## src/rtl/lc3b_types.sv

```systemverilog
// Shared types for the write-combining buffer slice.
// Line, mask and tag widths plus the buffer state encoding.
package lc3b_types;

    typedef logic [127:0] lc3b_line;
    typedef logic [15:0]  lc3b_mask16;
    typedef logic [11:0]  lc3b_tag;
    typedef logic [15:0]  lc3b_word;

    typedef enum logic [1:0] {
        WCB_EMPTY,
        WCB_HOLD,
        WCB_DRAIN
    } wcb_state_t;

    localparam lc3b_mask16 WCB_FULL_MASK = 16'hFFFF;

endpackage

```

## src/rtl/line_byte_merge.sv

```systemverilog
// Byte-granular merge of a replicated store word into a 16-byte line.
// Bytes whose mask bit is clear keep their old value.
module line_byte_merge
    import lc3b_types::*;
(
    input  lc3b_line   old_line,
    input  lc3b_line   word_rep,
    input  lc3b_mask16 mask,
    output lc3b_line   merged_line
);

    always_comb begin
        merged_line = old_line;
        for (int i = 0; i < 16; i++) begin
            if (mask[i]) merged_line[8*i +: 8] = word_rep[8*i +: 8];
        end
    end

endmodule

```

## src/rtl/write_coalesce_buf.sv

```systemverilog
// Single-line write-combining buffer between the mask generator and pmem.
// Define WCB_IDLE_DRAIN_EN to auto-drain after IDLE_LIMIT idle HOLD cycles.
module write_coalesce_buf
    import lc3b_types::*;
#(
    parameter int IDLE_LIMIT = 16
)(
    input  logic         clk,
    input  logic         rst_n,
    input  logic         cpu_write,
    input  logic [15:0]  cpu_address,
    input  logic [15:0]  cpu_wdata,
    input  logic [15:0]  sel_mask,
    input  logic         flush,
    output logic         cpu_resp,
    output logic         flush_done,
    output logic         pmem_write,
    output logic [15:0]  pmem_address,
    output logic [127:0] pmem_wdata,
    output logic [15:0]  pmem_byte_mask,
    input  logic         pmem_resp,
    output logic         buf_busy
);

    wcb_state_t state_q, state_nx;
    lc3b_tag    tag_q, tag_nx;
    lc3b_mask16 mask_q, mask_nx;
    lc3b_line   data_q, data_nx, merged;
    logic       fd_q, fd_nx;
    logic       accept;
    logic       tag_hit;
    logic       unused_addr;

`ifdef WCB_IDLE_DRAIN_EN
    logic [7:0] idle_q, idle_nx;
`else
    logic unused_cfg;
    assign unused_cfg = ^IDLE_LIMIT;
`endif

    assign unused_addr = ^cpu_address[3:0];
    assign tag_hit     = (cpu_address[15:4] == tag_q);

    line_byte_merge u_merge (
        .old_line    (data_q),
        .word_rep    ({8{cpu_wdata}}),
        .mask        (sel_mask),
        .merged_line (merged)
    );

    always_comb begin
        state_nx = state_q;
        tag_nx   = tag_q;
        mask_nx  = mask_q;
        data_nx  = data_q;
        fd_nx    = 1'b0;
        accept   = 1'b0;
`ifdef WCB_IDLE_DRAIN_EN
        idle_nx  = '0;
`endif
        unique case (state_q)
            WCB_EMPTY: begin
                if (cpu_write) begin
                    accept = 1'b1;
                    if (sel_mask != '0) begin
                        tag_nx   = cpu_address[15:4];
                        mask_nx  = sel_mask;
                        data_nx  = merged;
                        state_nx = WCB_HOLD;
                    end
                end
                // A flush that coincides with an allocation is served by the drain
                fd_nx = flush && !(cpu_write && sel_mask != '0);
            end
            WCB_HOLD: begin
                if (flush) begin
                    state_nx = WCB_DRAIN;
                end else if (cpu_write && tag_hit) begin
                    accept  = 1'b1;
                    data_nx = merged;
                    mask_nx = mask_q | sel_mask;
                    if ((mask_q | sel_mask) == WCB_FULL_MASK)
                        state_nx = WCB_DRAIN;
                end else if (cpu_write) begin
                    state_nx = WCB_DRAIN;
                end else begin
`ifdef WCB_IDLE_DRAIN_EN
                    if (idle_q == 8'(IDLE_LIMIT - 1))
                        state_nx = WCB_DRAIN;
                    else
                        idle_nx = idle_q + 8'd1;
`endif
                end
            end
            WCB_DRAIN: begin
                if (pmem_resp) begin
                    mask_nx  = '0;
                    state_nx = WCB_EMPTY;
                    fd_nx    = flush;
                end
            end
            default: state_nx = WCB_EMPTY;
        endcase
    end

    always_ff @(posedge clk or negedge rst_n) begin
        if (!rst_n) begin
            state_q <= WCB_EMPTY;
            tag_q   <= '0;
            mask_q  <= '0;
            data_q  <= '0;
            fd_q    <= 1'b0;
        end else begin
            state_q <= state_nx;
            tag_q   <= tag_nx;
            mask_q  <= mask_nx;
            data_q  <= data_nx;
            fd_q    <= fd_nx;
        end
    end

`ifdef WCB_IDLE_DRAIN_EN
    always_ff @(posedge clk or negedge rst_n) begin
        if (!rst_n) idle_q <= '0;
        else        idle_q <= idle_nx;
    end
`endif

    // Outputs read 0 while reset is held, even with a store pending
    assign cpu_resp       = accept & rst_n;
    assign flush_done     = fd_q;
    assign pmem_write     = (state_q == WCB_DRAIN);
    assign pmem_address   = {tag_q, 4'h0};
    assign pmem_wdata     = data_q;
    assign pmem_byte_mask = mask_q;
    assign buf_busy       = (state_q != WCB_EMPTY);

endmodule

```

## config.mk

```make
export PLATFORM = sky130hd
export DESIGN_NAME = write_coalesce_buf
export DESIGN_NICKNAME = d
export VERILOG_FILES = /design/src/rtl/lc3b_types.sv /design/src/rtl/line_byte_merge.sv /design/src/rtl/write_coalesce_buf.sv
export SDC_FILE = /design/constraint.sdc
export NUM_CORES = 1
export LEC_CHECK = 0
export CAP_MARGIN = 40
export CORE_MARGIN = 4
export CORE_UTILIZATION = 46
export CTS_CLUSTER_DIAMETER = 50
export DETAILED_ROUTE_END_ITERATION = 16
export PLACE_DENSITY = 0.8
export SETUP_SLACK_MARGIN = 0.5
export SLEW_MARGIN = 30
export SYNTH_ARGS = -nofsm -noshare
export SYNTH_HDL_FRONTEND = slang
export SYNTH_SLANG_ARGS = --single-unit
```

## constraint.sdc

```tcl
create_clock -name clk -period 2.4 [get_ports clk]
set_input_delay 0.24 -clock clk [delete_from_list [all_inputs] [get_ports clk]]
set_output_delay 0.24 -clock clk [all_outputs]
set_load 0.005 [all_outputs]
```

==> flow_metrics.py <==
metrics = {
    "worst_setup_path": {
        "cp_cell_sequence": "xnor2_2 > nand4_1 > nor4_4 > buf_4 > o21a_1 > buf_2",
        "critPathKind": "reg -> out",
        "slowest_stage": "dfrtp_1",
        "crit_family": "simple AND/OR/NAND/NOR gates",
        "crit_start": "tag_q[11]",
        "critical_path.max_stage_delay_ps": 450,
        "worstPathRequired_ps": 2160,
        "startpoint_type": "flop",
        "cp_max_fo": 2,
        "end_kind": "output port",
        "critical_path_buf_inv_count": 2,
        "arrival_ps": 1970,
        "r2r-start": "tag_q[11]",
    },
    "run": {
        "cap_violations": 0,
    },
    "floorplanning": {
        "ios": 217,
        "dieHeight_um": 128,
        "die_area_mm2": 0.0164,
        "die_w_um": 128,
        "placementRows": 43,
        "start_util_pct": 47.3,
        "coreArea_mm2": 0.0140,
    },
    "timing": {
        "hold_viol": 23,
        "layout_min_cycle_time_ps": 2210,
        "tightest_slew_ps": 868,
        "grt_setup_unrepaired": "true",
        "slew_headroom_pct": 42.1,
        "skew_ps": 9.21,
        "finalCritPeriodShare_pct": 92.1,
        "setup_viol": 0,
        "hold_slack_ps": -50.4,
        "fmax_mhz": 452,
        "maxSlewViolCount": 0,
        "fin_tns_setup_ps": 0,
    },
    "finish": {
        "multi_input_area_mm2": 0.00287,
        "antennaDiodeCount": 0,
        "postLayoutCoreUtil_pct": 77.0,
        "areaGrowthSynthToFinish_pct": 62.8,
        "ff_latch_area_mm2": 0.00398,
        "fin_nets": 826,
        "drive_gt1_share_pct": 26.1,
        "fillers": 820,
    },
    "placed_design": {
        "port_buffers": 208,
        "dp_hpwl_mm": 14.7,
        "gp_congestion": 0.872,
    },
    "logic_synthesis": {
        "syn_area_mm2": 0.00662,
        "synth_edf_count": 0,
        "syn_area_per_cell_um2": 13.5,
        "ys_ff_latch": 159,
        "synthCells": 489,
        "synth_top_cell_by_area": "dfrtp_1",
        "synth_top_area_share_pct": 60.1,
        "synthArstFlopShare_pct": 100,
        "synth_ff_type": "dfrtp_1",
        "yosysWarnings": 0,
        "yosysSeqAreaShare_pct": 60.1,
        "ys_types": 42,
        "synthTopCellsByArea": "dfrtp_1, a22o_1, o211ai_4",
    },
    "clock_tree": {
        "holdBufCountCts": 0,
        "htree_levels": 4,
        "numCtsBuffers": 17,
        "cts_max_path_buffers": 2,
        "cts.sinks": 159,
        "cts_root_buffer": "clkbuf_16",
        "cts_tree": "yes",
        "clock_latency_ps": 420,
        "clk_pin_slew_ps": 60,
    },
    "global_route": {
        "grt_pass1_vias": 5881,
        "antenna_found_initial": 0,
        "grt_pass1_wl_mm": 34.3,
        "grt-ovfl-total": 0,
        "grt_usage_pct": 27.5,
        "grt_max_degree": 160,
    },
    "detailed_routing": {
        "vias_per_cell": 6.17,
        "drcViolationCount": 0,
        "ant_nets": 0,
        "via_count": 5945,
        "firstDrtPassIters": 5,
        "wl_mm": 23.3,
        "wire_per_inst_um": 24.2,
        "drt_iter0_drc": 523,
    },
    "min_path": {
        "hp-class": "in -> async",
    },
    "power_and_ir_drop": {
        "switching_share_pct": 33.1,
        "p_sw_mw": 5.40,
        "peakVddDrop_uv": 745,
        "internal_power_mw": 10.9,
        "power_leakage_nw": 4.76,
        "pwr-share-seq_pct": 30.4,
        "clkPwrFrac_pct": 17.5,
        "combPwrFrac_pct": 52.1,
        "powerDensity_mw_per_mm2": 1510,
    },
    "status": {
        "violations": "negative hold slack",
        "status": "finished with violations",
    },
}
[worst paths after layout]
check	endpoint	slack, ps	depth (start not counted)
worst min register to register	pmem_wdata[20]	500	1
max in group asynchronous	pmem_wdata[29]	1780	2
worst min-delay path	pmem_wdata[2]	-50	2
worst max register to register	pmem_wdata[75]	230	7
min in group clk	tag_q[8]	490	2
worst max-delay path	cpu_resp	190	6
[what timing repair did]
item                                    in CTS  in global routing
cloned                                       3                  1
buffers inserted                            23                 22
endpoints found under the hold margin        0                  0
pin swaps                                   49                116
resized for setup                           65                 46
endpoints found under the setup margin     161                160
[synth_stat cells (6+ instances only)]
cell type	n
o211ai_4	8
o22ai_1	23
dfrtp_1	159
xnor2_1	12
o211a_2	8
a22o_1	128
nand2_1	34
buf_4	6
nor2_1	8
o211a_4	8
mux2_2	12
clkbuf_1	22
[registers in the layout, indices dropped and copies added (netlist names)]
register	flops
flush_done	1
pmem_byte_mask	16
pmem_wdata	128
state_q	2
tag_q	12
[stage by stage]
step                worst slack, ps  instance area (µm²)  power (mW)  std cells
floorplan                       463                 6660        7.77        492
global placement               -135                 9170        11.4        882
detailed placement             -223                 9170        11.7        882
CTS                             305                10400        15.6        940
global route                    154                10800        17.0        963
finish                          189                10800        16.3        963
[layout by cell type, fill, tap and decap left out, types with 3 or more instances in the layout]
cell,count
clkdlybuf4s50_1,204
o211a_4,16
bufinv_16,4
buf_4,54
buf_8,6
buf_12,14
clkbuf_16,17
dfrtp_1,159
ha_4,3
o22ai_2,14
conb_1,4
o211ai_4,12
mux2_2,7
nand2_1,34
clkbuf_1,4
xnor2_2,11
a22o_1,128
o211ai_1,4
buf_16,3
mux2_4,5
buf_6,12
nand4_1,5
nor2_1,7
o22ai_1,8
[power by group through the flow]
stage / Clock, mW / Combinational (mW) / Sequential [mW]
after floorplan: 0 / 2.97 / 4.81
after global placement: 0 / 6.57 / 4.86
after detailed placement: 0 / 6.76 / 4.90
after CTS: 2.87 / 7.81 / 4.89
after global routing: 3.00 / 8.96 / 5.08
final: 2.85 / 8.49 / 4.96
[kinds of logic after synthesis]
family                     after synthesis  share of synthesized area, %
AOI/OAI and AO/OA                      197                          27.8
DFF                                    159                          60.1
and+or+nand+nor                         62                          4.54
buffers and inverters                   41                          3.00
muxes                                   14                          2.34
xor gates and xnor gates                12                          1.59
adders and majority gates                3                         0.567
other                                    1                        0.0566
[layout make-up]
| class | instances | share of cell area [%] |
|---|---|---|
| Sequential cell | 159 | 36.9 |
| Clock buffer | 23 | 4.34 |
| Tap cell | 180 | 2.09 |
| Timing Repair Buffer | 296 | 28.4 |
| Clock inverter | 9 | 1.44 |
| Multi-Input combinational cell | 292 | 26.6 |
| Inverter | 4 | 0.174 |
[layer usage]
layer,track usage [%],part of all wire [%]
met3,6.00,8.0
met4,11.7,3.5
met5,0,0
met1,35.2,39
met2,45.3,50
(Power assumes the default switching activity.)
